**config.mk**
```make
export PLATFORM = sky130hd
export DESIGN_NAME = setuphold_viol_monitor
export DESIGN_NICKNAME = d
export VERILOG_FILES = /design/src/rtl/setuphold_viol_monitor.sv
export SDC_FILE = /design/constraint.sdc
export NUM_CORES = 1
export LEC_CHECK = 0
export CORE_ASPECT_RATIO = 0.75
export CORE_MARGIN = 2
export CORE_UTILIZATION = 37
export DETAILED_ROUTE_END_ITERATION = 16
export GPL_TIMING_DRIVEN = 1
export SLEW_MARGIN = 40
export SYNTH_ARGS = -nofsm -noshare
export SYNTH_HDL_FRONTEND = slang
export SYNTH_SLANG_ARGS = --single-unit
export TNS_END_PERCENT = 10
```
**constraint.sdc**
```tcl
create_clock -name clk -period 2.46 [get_ports clk]
set_input_delay 0.492 -clock clk [delete_from_list [all_inputs] [get_ports clk]]
set_output_delay 0.492 -clock clk [all_outputs]
set_load 0.005 [all_outputs]
```
**src/rtl/setuphold_viol_monitor.sv**
```systemverilog
// setuphold_viol_monitor: turns $setuphold notifier toggles into synchronous,
// timestamped violation events. It queues them in a small FIFO and keeps a
// saturating count plus sticky error/overflow flags.
// Optional feature macro: VIOL_HOLD_LAST_EN. When defined, a mode=1 capture
// edge that coincides with a violation pulse keeps the last good q.
module setuphold_viol_monitor #(
    parameter int unsigned DEPTH = 4,
    parameter int unsigned CNT_W = 8,
    parameter int unsigned TS_W  = 16
) (
    input  logic             clk,
    input  logic             rst_n,
    input  logic             mode,
    input  logic             data,
    input  logic             ntfr,
    input  logic             clr,
    output logic             q,
    output logic             q_err,
    output logic [CNT_W-1:0] viol_cnt,
    output logic             ovf,
    output logic             ev_valid,
    input  logic             ev_ready,
    output logic             ev_mode,
    output logic [TS_W-1:0]  ev_ts
);

    localparam int unsigned AW = (DEPTH > 1) ? $clog2(DEPTH) : 1;
    localparam int unsigned EW = TS_W + 1;

    typedef enum logic {
        IDLE = 1'b0,
        SHOW = 1'b1
    } rpt_state_e;

    // notifier synchroniser, reference flop and arming
    logic             s1_q, s2_q, s3_q;
    logic [1:0]       arm_cnt_q, arm_cnt_d;
    logic             armed;
    logic             viol_p;

    // timestamp, capture, statistics
    logic [TS_W-1:0]  ts_q, ts_d;
    logic             q_q, q_d;
    logic             hold;
    logic             q_err_q, q_err_d;
    logic [CNT_W-1:0] cnt_q, cnt_d;
    logic             ovf_q, ovf_d;

    // event FIFO
    logic [EW-1:0]    mem_q [DEPTH];
    logic [EW-1:0]    head;
    logic [AW:0]      wr_ptr_q, wr_ptr_d;
    logic [AW:0]      rd_ptr_q, rd_ptr_d;
    logic             full;
    logic             pop, push, drop;

    // report FSM
    rpt_state_e       state_q, state_d;

    // The synchroniser needs three edges after reset before s2/s3 reflect the
    // real notifier level, so arming is held off for that long. A notifier
    // already high at reset release is then absorbed without a false event.
    assign armed  = (arm_cnt_q == 2'd3);
    assign viol_p = armed & (s2_q ^ s3_q);

`ifdef VIOL_HOLD_LAST_EN
    assign hold = viol_p;
`else
    assign hold = 1'b0;
`endif

    assign full = (wr_ptr_q[AW] != rd_ptr_q[AW]) &&
                  (wr_ptr_q[AW-1:0] == rd_ptr_q[AW-1:0]);
    assign pop  = (state_q == SHOW) & ev_ready;
    assign push = viol_p & (~full | pop);
    assign drop = viol_p & full & ~pop;

    // next-state for counters, flags, capture and FIFO pointers
    always_comb begin
        arm_cnt_d = arm_cnt_q;
        ts_d      = ts_q + TS_W'(1);
        q_d       = q_q;
        q_err_d   = q_err_q;
        cnt_d     = cnt_q;
        ovf_d     = ovf_q;
        wr_ptr_d  = wr_ptr_q + {{AW{1'b0}}, push};
        rd_ptr_d  = rd_ptr_q + {{AW{1'b0}}, pop};

        if (!armed) begin
            arm_cnt_d = arm_cnt_q + 2'd1;
        end

        if (mode && !hold) begin
            q_d = data;
        end

        if (clr) begin
            cnt_d   = viol_p ? CNT_W'(1) : '0;
            q_err_d = viol_p & mode;
            ovf_d   = drop;
        end else begin
            if (viol_p && (cnt_q != '1)) begin
                cnt_d = cnt_q + CNT_W'(1);
            end
            if (viol_p && mode) begin
                q_err_d = 1'b1;
            end
            if (drop) begin
                ovf_d = 1'b1;
            end
        end
    end

    // report FSM next state: SHOW whenever the FIFO holds an entry next cycle
    always_comb begin
        state_d = state_q;
        case (state_q)
            IDLE:    if (wr_ptr_d != rd_ptr_d) state_d = SHOW;
            SHOW:    if (pop && (wr_ptr_d == rd_ptr_d)) state_d = IDLE;
            default: state_d = IDLE;
        endcase
    end

    // state registers
    always_ff @(posedge clk or negedge rst_n) begin
        if (!rst_n) begin
            s1_q      <= 1'b0;
            s2_q      <= 1'b0;
            s3_q      <= 1'b0;
            arm_cnt_q <= '0;
            ts_q      <= '0;
            q_q       <= 1'b0;
            q_err_q   <= 1'b0;
            cnt_q     <= '0;
            ovf_q     <= 1'b0;
            wr_ptr_q  <= '0;
            rd_ptr_q  <= '0;
            state_q   <= IDLE;
        end else begin
            s1_q      <= ntfr;
            s2_q      <= s1_q;
            s3_q      <= s2_q;
            arm_cnt_q <= arm_cnt_d;
            ts_q      <= ts_d;
            q_q       <= q_d;
            q_err_q   <= q_err_d;
            cnt_q     <= cnt_d;
            ovf_q     <= ovf_d;
            wr_ptr_q  <= wr_ptr_d;
            rd_ptr_q  <= rd_ptr_d;
            state_q   <= state_d;
        end
    end

    // FIFO storage: {mode, ts} captured in the violation cycle
    always_ff @(posedge clk or negedge rst_n) begin
        if (!rst_n) begin
            for (int unsigned i = 0; i < DEPTH; i++) begin
                mem_q[i] <= '0;
            end
        end else if (push) begin
            mem_q[wr_ptr_q[AW-1:0]] <= {mode, ts_q};
        end
    end

    assign head     = mem_q[rd_ptr_q[AW-1:0]];
    assign ev_valid = (state_q == SHOW);
    assign ev_mode  = (state_q == SHOW) ? head[TS_W] : 1'b0;
    assign ev_ts    = (state_q == SHOW) ? head[TS_W-1:0] : '0;

    assign q        = q_q;
    assign q_err    = q_err_q;
    assign viol_cnt = cnt_q;
    assign ovf      = ovf_q;

endmodule

```
# Word level (Yosys, flattened, before mapping)
# Index checks and enable logic that the tools add are counted.
[op_classes]
n_addsub = 5
order_cmp = 3
eq_ne = 6
n_mux = 18
bitwise_logic = 13
n_reduce_logical = 8
[ops]
columns = ["cell", "count"]
rows = [
  ["68-bit bitwise mux", 1],
  ["17-bit 2-to-1 mux", 3],
  ["17-bit binary-select mux with 2-bit select", 1],
  ["17-bit demux with 2-bit select", 1],
  ["16-bit by 1-bit adder with 16-bit output, second input constant", 1],
  ["16-bit 2-to-1 mux", 1],
  ["8-bit 2-to-1 mux", 2],
  ["8-bit by 1-bit adder with 8-bit output, second input constant", 1],
  ["1-bit 2-to-1 mux", 8],
  ["8-bit != test, second input constant", 1],
  ["3-bit by 1-bit adder with 3-bit output", 2],
  ["1-bit AND", 6],
  ["3-bit greater-or-equal comparator, second input constant", 2],
  ["2-bit NOT with 3-bit output", 2],
  ["2-bit nonzero test", 3],
  ["1-bit logical AND", 5],
  ["3-bit equality test", 1],
  ["3-bit by 1-bit < comparator with 1-bit output, second input constant", 1],
  ["3-bit != test", 1],
  ["1-bit NOT", 3],
  ["2-bit by 1-bit adder with 2-bit output, second input constant", 1],
  ["2-bit equality test", 1],
  ["2-bit equality test, second input constant", 1],
  ["1-bit one-hot mux with 2 select lines", 1],
  ["other kinds (3)", 3],
]
[totals]
ff_bits = 107
output_inout_bits = 29
word_cells = 69

# Logic depth before layout (Yosys ltp)
# Gate-level depths: netlist of run 1.
[depth]
word_depth = 10
depth_mapped = 9

# Least setup slack after synthesis of run 1
# Ideal clock, no wire load.
[synth_path]
path_type = "register -> register"
start = "register rd_ptr_q[0]"
end = "register state_q, in the netlist ev_valid"
setup_ns = 0.139
arrival_time_ns = 2.476
required_time_ns = 2.321
setup_slack_ns = -0.154
path_stages_with_launch = 9
n_path_buf = 1
synth_period_minus_slack_ns = 2.614
path_cell_list = "dfrtp_1 buf_6 xor2_1 nor4_4 nor2_1 ha_1 ha_1 xor2_1 or4_1"
[synth_via]
elab_chain_len = 10
[synth_lines]
columns = ["item", "line_no", "rtl"]
rows = [
  ["start, declared", "53", "logic [AW:0] rd_ptr_q, rd_ptr_d;"],
  ["start signal, assigned", "150", "rd_ptr_q <= rd_ptr_d;"],
  ["2-bit equality test *", "73", "(wr_ptr_q[AW-1:0] == rd_ptr_q[AW-1:0]);"],
  ["1-bit logical AND *", "72", "assign full = (wr_ptr_q[AW] != rd_ptr_q[AW]) &&"],
  ["1-bit NOT *", "75", "assign push = viol_p & (~full | pop);"],
  ["1-bit OR *", "75", ""],
  ["1-bit AND *", "75", ""],
  ["3-bit by 1-bit adder with 3-bit output *", "86", "wr_ptr_d = wr_ptr_q + {{AW{1'b0}}, push};"],
  ["net wr_ptr_d[1]", "52", "logic [AW:0] wr_ptr_q, wr_ptr_d;"],
  ["3-bit equality test", "119", "SHOW: if (pop && (wr_ptr_d == rd_ptr_d)) state_d = IDLE;"],
  ["1-bit logical AND", "119", ""],
  ["1-bit 2-to-1 mux", "119", ""],
  ["1-bit one-hot mux with 2 select lines *", "117", "case (state_q)"],
  ["net state_d", "58", "rpt_state_e state_q, state_d;"],
  ["end signal, assigned", "151", "state_q <= state_d;"],
  ["end, declared", "58", ""],
]
# Mark *: on every way through the listed nets, which the timed path passes. The rest lies on a longest branch.
# A chain may end at the register's enable or synchronous reset.

# Worst setup path in the final report of run 1
[layout_path]
start = "register rd_ptr_q[0]"
end = "output ev_ts[4]"
[layout_via]
elab_chain_len = 5
[layout_lines]
columns = ["item", "line_no", "rtl"]
rows = [
  ["2-bit NOT with 3-bit output (implied by the code)", "166", "assign head = mem_q[rd_ptr_q[AW-1:0]];"],
  ["17-bit binary-select mux with 2-bit select", "166", ""],
  ["17-bit 2-to-1 mux (implied by the code) (2 in a row)", "166", ""],
  ["16-bit 2-to-1 mux", "169", "assign ev_ts = (state_q == SHOW) ? head[TS_W-1:0] : '0;"],
  ["end, declared", "24", "output logic [TS_W-1:0] ev_ts"],
]
# No other way between the ends. The select of a mux whose other input is x is not followed.

==> results of run 1 <==
## worst paths after layout
kind                                    endpoint  slack (ns)                   from  cells past startpoint
setup / recovery                        ev_ts[4]        0.08  rd_ptr_q[0]$_DFF_PN0_                      4
max in group asynchronous  wr_ptr_q[1]$_DFF_PN0_        1.65                  rst_n                      2
min in group clk                  s2_q$_DFF_PN0_        0.35         s1_q$_DFF_PN0_                      0
setup reg to reg              ev_valid$_DFF_PN0_        0.12  rd_ptr_q[0]$_DFF_PN0_                     10
hold reg to reg                   s2_q$_DFF_PN0_        0.35         s1_q$_DFF_PN0_                      0
hold / removal             mem_q[13]$_DFFE_PN0P_        0.12                  rst_n                      1
## state kept, by name, indices dropped and copies added, names as in the netlist
| name | count |
|---|---|
| arm_cnt_q | 2 |
| ev_valid | 1 |
| mem_q | 68 |
| ovf | 1 |
| q | 1 |
| q_err | 1 |
| rd_ptr_q | 3 |
| s1_q | 1 |
| s2_q | 1 |
| s3_q | 1 |
| ts_q | 16 |
| viol_cnt | 8 |
| wr_ptr_q | 3 |
## through the flow
step	setup WS (ns)	TNS, ns	cell area, sq um	cells
finish	0.07533	0	5851	550
global route	0.002151	0	5851	550
CTS	0.04258	0	5838	550
detailed placement	-0.2133	-0.2133	5530	533
global placement	-0.1641	-0.1641	5530	533
floorplan	-0.06857	-0.06857	4875	326
## routing by layer
layer | up-vias | track usage (%) | routed length, microns
met5 | - | 0 | 0
met4 | 0 | 3.846 | 105
met3 | 10 | 3.589 | 191
met2 | 24 | 23.04 | 4273
met1 | 1461 | 20.70 | 4511
li1 | 1289 | - | -
## cells in the mapped netlist, types with 2 or more instances
master	number
nor3_1	2
nand4_1	8
nor2_1	4
and3_1	5
ha_1	7
a21oi_1	3
o21bai_1	2
clkbuf_1	7
buf_6	4
o311a_1	2
inv_1	3
and4_1	3
mux4_2	17
nand2_1	6
xor2_1	14
xnor2_1	11
o21ai_0	2
nor4b_4	2
and2_1	19
dfrtp_1	107
nor4_4	2
or3_1	2
mux2_2	70
nand3_1	8
## final cells by class
cell class	count	area [sq um]	area share [%]
clock buffer	10	229.0	3.914
clock inverter	6	88.84	1.518
inverter	3	11.26	0.1925
multi-input combinational	201	2093	35.78
sequential	107	2679	45.79
tap	171	214.0	3.657
timing repair buffer	52	535.5	9.153
## worst max-delay path: cells and delay by family, from the launching register on
family,cells,cell delay (ns)
simple gates,1,0.17
mux,1,0.53
buf+inv,2,0.45
flops,1,0.37
## power by group through the flow
stage | Combinational [mW] | Sequential [mW] | Clock, mW
after global routing | 2.10 | 2.27 | 1.66
after floorplan | 1.28 | 2.25 | 0
after detailed placement | 2.00 | 2.26 | 0
after global placement | 1.95 | 2.25 | 0
after CTS | 1.95 | 2.23 | 1.58
final | 1.94 | 2.23 | 1.53
## repair_timing
item | CTS | global route
buffers inserted | 1 | 0
gates cloned | 0 | 0
resized for setup | 18 | 6
setup endpoints to repair | 17 | 4
pin swaps | 0 | 0
## kinds of logic after synthesis
logic type / count (synthesis) / share of synthesized area, %
DFF: 107 / 55.33
buffers and inverters: 18 / 2.146
muxes: 88 / 24.41
xor gates and xnor gates: 25 / 4.524
AOI/OAI and AO/OA: 14 / 2.146
adders and majority gates: 7 / 1.810
and+or+nand+nor: 67 / 9.644
==> out/results.txt, run 1 <==
status - finished clean
final net count - 388
synthesized cell area - 4840 sq um
clock skew - 0.006685 ns
CTS tree - yes
Worst-Margin Slew - 0.5214 ns
clock sinks - 107
Starting Density - 37.57%
fmax - 0.4193 GHz
Ports - 36
Hold Crit Class - input pin to async pin
1st-pass router iterations - 4
Antenna diodes - 0
cells after synthesis - 326
Final Cycle Share - 96.94%
commonest non-fill, non-tap cell in the layout - dfrtp_1
Final Setup Violations - 0
Avg Synthesized Cell Area - 14.85 sq um
Via Count - 2784
prevailing post-synth register cell - dfrtp_1
Fill cells - 1185
initial detailed-routing violation count - 180
GRT overflow - 0
average vias per placed instance - 5.062
synth warn - 0
Yosys cell types - 40
Rel. slew slack - 65.24%
Worst Setup Start Kind - flop
synth top area cells - dfrtp_1, mux2_2, mux4_2
first-pass GRT wire length - 15680 microns
gr usage total - 14.71%
CP Max Fanout - 18
Combinational Power Share - 34.1%
die area - 14020 sq um
Power, Total - 5.703 mW
H-Tree Depth - 3
Sequential Power Share - 39.1%
Post-route DRC - 0
CP cell instances - buf_12 > mux4_2 > and2_4 > dlygate4sd2_1
PortBufs - 35
final count of hold timing violations - 0
Rows - 36
Post-DP HPWL - 5948 microns
hold slack final - 0.1212 ns
P&R area growth vs syn - 20.89%
register area share after synthesis - 55.33%
endpoint class of the critical path - primary output
drt total wl - 9082 microns
Crit-path slowest cell - mux4_2
Clk pwr share - 26.8%
Worst-path clk slew - 0.07 ns
asr flop ratio synth - 100.0%
hold_buf cts - 0
maximum VDD drop - 0.5467 mV
Final ANT Viol Nets - 0
CP arrival - 1.89 ns
top-area cell type share of the netlist area - 55.33%
sw power - 1.642 mW
Power Density - 974.8 nW/um^2
worst skew pair latency - 0.34 ns
Final Slew Violations - 0
required time of the critical path - 1.97 ns
Final Core Density - 45.42%
Num CTS Buffers - 9
layout cells sized above 1 - 35.88%
initial antenna violation count - 0
most frequent cells in the layout - dfrtp_1, mux2_2, mux4_2, clkdlybuf4s50_1, dlygate4sd2_1
area leader, netlist - dfrtp_1
syn nets - 340
drt wl/cell - 16.51 microns
RSZ-0062 raised after global routing - false
GPL Wtd Cong - 0.7499
die height - 103.0 microns
internal power - 4.061 mW
core footprint - 12880 sq um
EDFF count, synth - 0
synthesis-stage register bit count - 107
vias in the first global route - 2898
root buffer cell - clkbuf_16
worst setup path class - flop to primary output
CP max stage delay - 0.53 ns
Tmin final - 2.385 ns
die width - 136.1 microns
largest net degree at the start of global routing - 41
max_cap viols - 0
CTS max path bufs - 2
switching fraction of total power - 28.80%
Lkg Pwr - 2.592 nW
Power figures use the tool's default switching activity.
==> inputs of run 2 (changes only) <==
--- a/config.mk
+++ b/config.mk
@@ -9,8 +9,7 @@
 export CORE_MARGIN = 2
 export CORE_UTILIZATION = 37
 export DETAILED_ROUTE_END_ITERATION = 16
-export GPL_TIMING_DRIVEN = 1
-export SLEW_MARGIN = 40
+export GPL_TIMING_DRIVEN = 0
 export SYNTH_ARGS = -nofsm -noshare
 export SYNTH_HDL_FRONTEND = slang
 export SYNTH_SLANG_ARGS = --single-unit
==> run 2 against run 1 <==
Net effect: utilization grew 0.37 points; largest cell class unchanged; fmax shrank 2.5%; cell area grew 0.81%; die area is the same; hold slack gained 0.0073 ns; highest routed layer unchanged.
==> out/results.txt, run 2 (synthesis results as in run 1) <==
clock skew - 0.006664 ns
slack of the critical path - 0.01481 ns
largest net degree at the start of global routing - 68
R2R Setup Slk - 0.06 ns
RSZ-0062 raised after global routing - true
CTS max path bufs - 2
reg2reg path depth - 9
Top reg by flops - mem_q
1st-pass router iterations - 4
H-Tree Depth - 3
setup tns final - 0 ns
Antenna diodes - 0
Via Count - 2810
Fill cells - 1184
Global Route met1 Usage - 22.36%
root buffer cell - clkbuf_16
endpoint class of the critical path - primary output
Final Setup Violations - 0
Final Cycle Share - 99.40%
required time of the critical path - 1.97 ns
most used routing layer - met1
max_cap viols - 0
most frequent cells in the layout - dfrtp_1, mux2_2, mux4_2
average vias per placed instance - 5.045
core footprint - 12880 sq um
Combinational Power Share - 35.5%
Sequential Power Share - 39.5%
Critical R2R Launch - rd_ptr_q[1]$_DFF_PN0_
internal power - 4.076 mW
sw power - 1.737 mW
maximum VDD drop - 0.4443 mV
Post-route DRC - 0
gr usage total - 14.63%
Rows - 36
fmax - 0.4090 GHz
hold slack final - 0.1285 ns
first-pass GRT wire length - 15650 microns
Tmin final - 2.445 ns
layout cells sized above 1 - 39.12%
DP Worst Slack - -0.6813 ns
commonest non-fill, non-tap cell in the layout - dfrtp_1
die width - 136.1 microns
Worst-path clk slew - 0.07 ns
P&R area growth vs syn - 21.87%
Num CTS Buffers - 9
Rel. slew slack - 53.96%
Worst Setup Start Kind - flop
Final Slew Violations - 0
final count of hold timing violations - 0
hold_buf cts - 0
Clk pwr share - 25.0%
die height - 103.0 microns
CP arrival - 1.95 ns
worst setup path class - flop to primary output
Multi-input gate area - 2130 sq um
die area - 14020 sq um
Starting Density - 37.57%
max reg flops - 68
GPL Wtd Cong - 0.7511
final net count - 395
met2 usage - 21.41%
Hold Crit Class - input pin to async pin
Ports - 36
status - finished clean
Lkg Pwr - 2.588 nW
Seq. cell area - 2681 sq um
PortBufs - 35
Post-DP HPWL - 6155 microns
initial antenna violation count - 0
Worst-Margin Slew - 0.6877 ns
Reg-to-Reg End - ev_valid$_DFF_PN0_
worst skew pair latency - 0.34 ns
CTS tree - yes
clock sinks - 107
drt total wl - 9389 microns
initial detailed-routing violation count - 169
drt wl/cell - 16.86 microns
met3 usage - 3.147%
Power Density - 985.7 nW/um^2
Final ANT Viol Nets - 0
vias in the first global route - 2908
switching fraction of total power - 29.88%
GRT overflow - 0
CP Max Fanout - 7
-- run 2: stage by stage --
step                cells  total power [mW]  utilization [%]  instance area, sq um
floorplan             326             3.525                -                  4875
global placement      532             4.111            42.22                  5439
detailed placement    533             4.184            42.41                  5464
CTS                   550             5.705            45.29                  5834
global route          557             6.159            45.78                  5898
finish                557             5.814            45.78                  5898
-- run 2: worst max-delay path by stage --
stage                           from                    end  slack [ns]  cells past startpoint
2_1_floorplan  rd_ptr_q[1]$_DFF_PN0_     ev_valid$_DFF_PN0_       -0.07                      9
3_3_place_gp                   rst_n  wr_ptr_q[1]$_DFF_PN0_       -3.56                      1
3_5_place_dp                ev_ready     ev_valid$_DFF_PN0_       -0.68                      9
4_1_cts        rd_ptr_q[0]$_DFF_PN0_               ev_ts[5]       -0.07                      5
5_1_grt        rd_ptr_q[1]$_DFF_PN0_     ev_valid$_DFF_PN0_       -0.06                      9
6_report       rd_ptr_q[0]$_DFF_PN0_               ev_ts[3]        0.01                      5
-- run 2: power by group through the flow --
stage	clock, mW	sequential, mW	combinational, mW
floorplan	0	2.25	1.28
CTS	1.50	2.29	1.91
detailed placement	0	2.31	1.88
finish	1.46	2.29	2.06
global route	1.58	2.34	2.24
global placement	0	2.29	1.82
-- run 2: worst max-delay path, stage by stage, from the launching register on --
cell and delay, ns:
dfrtp_1 0.40, buf_12 0.16, buf_6 0.13, mux4_2 0.48, and2_1 0.18, dlygate4sd2_1 0.26
-- run 2: timing repair --
| item | in CTS | in global routing |
|---|---|---|
| cloned | 0 | 1 |
| pin swaps | 1 | 1 |
| resized for setup | 44 | 18 |
| setup buffers | 1 | 6 |
| setup endpoints to repair | 48 | 21 |
-- run 2: area by class of cell --
class / instances / area share, %
clock inverters: 7 / 1.315
plain buffers: 15 / 2.333
inverters: 3 / 0.1909
flip-flops and latches: 107 / 45.46
well taps: 171 / 3.627
multi-input cells: 201 / 36.11
clock buffers: 9 / 3.818
repair buffers: 44 / 7.149
-- run 2: layer usage --
metal	up-vias	routed length, microns
li1	1298	-
met1	1468	4804
met2	40	4225
met3	4	300
met4	0	59
met5	-	0
==> inputs of run 3 (changes only) <==
--- a/config.mk
+++ b/config.mk
@@ -6,10 +6,10 @@
 export NUM_CORES = 1
 export LEC_CHECK = 0
 export CORE_ASPECT_RATIO = 0.75
-export CORE_MARGIN = 2
 export CORE_UTILIZATION = 37
 export DETAILED_ROUTE_END_ITERATION = 16
 export GPL_TIMING_DRIVEN = 0
+export SKIP_CTS_REPAIR_TIMING = 1
 export SYNTH_ARGS = -nofsm -noshare
 export SYNTH_HDL_FRONTEND = slang
 export SYNTH_SLANG_ARGS = --single-unit
==> run 3 against run 2 <==
Net effect: the flow now finishes with violations (setup timing); global-route usage hardly changed; combinational power fell by 3%; register-to-register slack got worse by 0.12 ns; die area is 3.4% lower; non-clock buffer count fell by 2; critical path depth is 3 higher; fmax down 2.9%; cell area increased by 0.93%; via count down 2.1%; utilization rose by 1.7 points; largest cell class unchanged.
==> out/results.txt, run 3 (synthesis results as in run 1) <==
Worst Setup Start Kind - flop
Final Slew Violations - 0
Post-Layout Inst Area - 5953 sq um
maximum VDD drop - 0.3992 mV
Top reg by flops - mem_q
Rows - 35
Power, Total - 5.708 mW
Post-route DRC - 0
final count of hold timing violations - 0
CP most frequent cell - buf_6
Tmin final - 2.518 ns
Rel. slew slack - 48.66%
clock skew - 0.006181 ns
CP delay by family, top - simple AND/OR/NAND/NOR gates
Worst-path clk slew - 0.07 ns
Num CTS Buffers - 9
Crit-path slowest cell - nor4b_4
layout cells sized above 1 - 35.42%
Ports - 36
initial antenna violation count - 0
vias in the first global route - 2775
DP Worst Slack - -0.6428 ns
Via Count - 2751
slack of the critical path - -0.05761 ns
Final Core Density - 47.53%
failing checks - setup timing
worst setup path class - flop to flop
average vias per placed instance - 5.002
Hold Crit Class - input pin to async pin
CP cell instances - buf_12 > buf_4 > xor2_4 > nor4_4 > buf_6 > nor4b_4 > buf_6 > mux2_2
die width - 134.1 microns
drt wl/cell - 16.59 microns
Placed Instance Area - 5458 sq um
most frequent cells in the layout - dfrtp_1, mux2_2, mux4_2, and2_1, clkdlybuf4s50_1
status - finished with violations
gr usage total - 14.61%
endpoint class of the critical path - flop
Final Cycle Share - 102.3%
CP arrival - 2.75 ns
RSZ-0062 raised after global routing - true
final net count - 393
required time of the critical path - 2.69 ns
max reg flops - 68
GRT overflow - 0
die area - 13550 sq um
Worst-Margin Slew - 0.7669 ns
CTS max path bufs - 2
initial detailed-routing violation count - 156
Final ANT Viol Nets - 0
P&R area growth vs syn - 23.01%
worst skew pair latency - 0.35 ns
Post-DP HPWL - 6133 microns
CP max stage delay - 0.70 ns
die height - 101.0 microns
Power Density - 958.9 nW/um^2
Antenna diodes - 0
max_cap viols - 0
CTS tree - yes
commonest non-fill, non-tap cell in the layout - dfrtp_1
clock sinks - 107
H-Tree Depth - 3
Final Setup Violations - 10
largest net degree at the start of global routing - 73
setup tns final - -0.2992 ns
CP Max Fanout - 10
Buf/Inv on CP - 4
first-pass GRT wire length - 14930 microns
fmax - 0.3972 GHz
1st-pass router iterations - 4
GPL Wtd Cong - 0.7177
PortBufs - 35
Lkg Pwr - 2.796 nW
root buffer cell - clkbuf_16
Starting Density - 38.64%
drt total wl - 9124 microns
core footprint - 12520 sq um
-- run 3: cell count changes in the layout (fill, tap and decap cells not counted), moves of 3 or more --
cell             previous run  this run
dlymetal6s2s_1              0        16
mux2_2                     70        57
clkinvlp_4                  3         0
clkbuf_2                    8         3
and2_4                      6         2
clkdlybuf4s15_1             5         0
mux2_4                      0        13
and2_1                     13        17
dlygate4sd2_1               6         0
-- run 3: worst paths after layout --
kind	slack, ns	cells past startpoint	to	from
min reg2reg	0.35	0	s2_q$_DFF_PN0_	s1_q$_DFF_PN0_
max in group asynchronous	1.65	2	mem_q[38]$_DFFE_PN0P_	rst_n
max reg2reg	-0.06	8	mem_q[27]$_DFFE_PN0P_	rd_ptr_q[0]$_DFF_PN0_
min	0.1	1	mem_q[64]$_DFFE_PN0P_	rst_n
max	-0.06	8	mem_q[27]$_DFFE_PN0P_	rd_ptr_q[0]$_DFF_PN0_
min in group clk	0.35	0	s2_q$_DFF_PN0_	s1_q$_DFF_PN0_
-- run 3: through the flow --
stage | std cells | hold WS, ns
final | 550 | 0.09877
after global routing | 550 | 0.1364
after CTS | 544 | 0.1155
after detailed placement | 528 | 0.3413
after global placement | 527 | 0.3381
after floorplan | 326 | 0.1964
-- run 3: layer usage --
metal	share of wire, %	up-vias	routed length (microns)	track usage [%]
li1	-	1292	-	-
met1	50	1413	4607	21.10
met2	44	36	4055	21.04
met3	3.5	10	321	3.519
met4	1.5	0	140	5.964
met5	0	-	0	0
-- run 3: cell type report --
type / instances / area, sq um
Sequential cell: 107 / 2680
Multi-Input combinational cell: 201 / 2161
Clock buffer: 11 / 232.7
Tap cell: 166 / 207.7
Timing Repair Buffer: 42 / 475.5
Buffer: 15 / 131.4
Fill cell: 1112 / 6571
Clock inverter: 5 / 53.80
Inverter: 3 / 11.26
-- run 3: power breakdown --
part | internal, mW | leakage, nW | switching [mW] | total, mW
clock | 0.787 | 0.143 | 0.632 | 1.42
sequential | 2.06 | 1.37 | 0.228 | 2.29
combinational | 1.20 | 1.29 | 0.807 | 2.00
total | 4.04 | 2.80 | 1.67 | 5.71
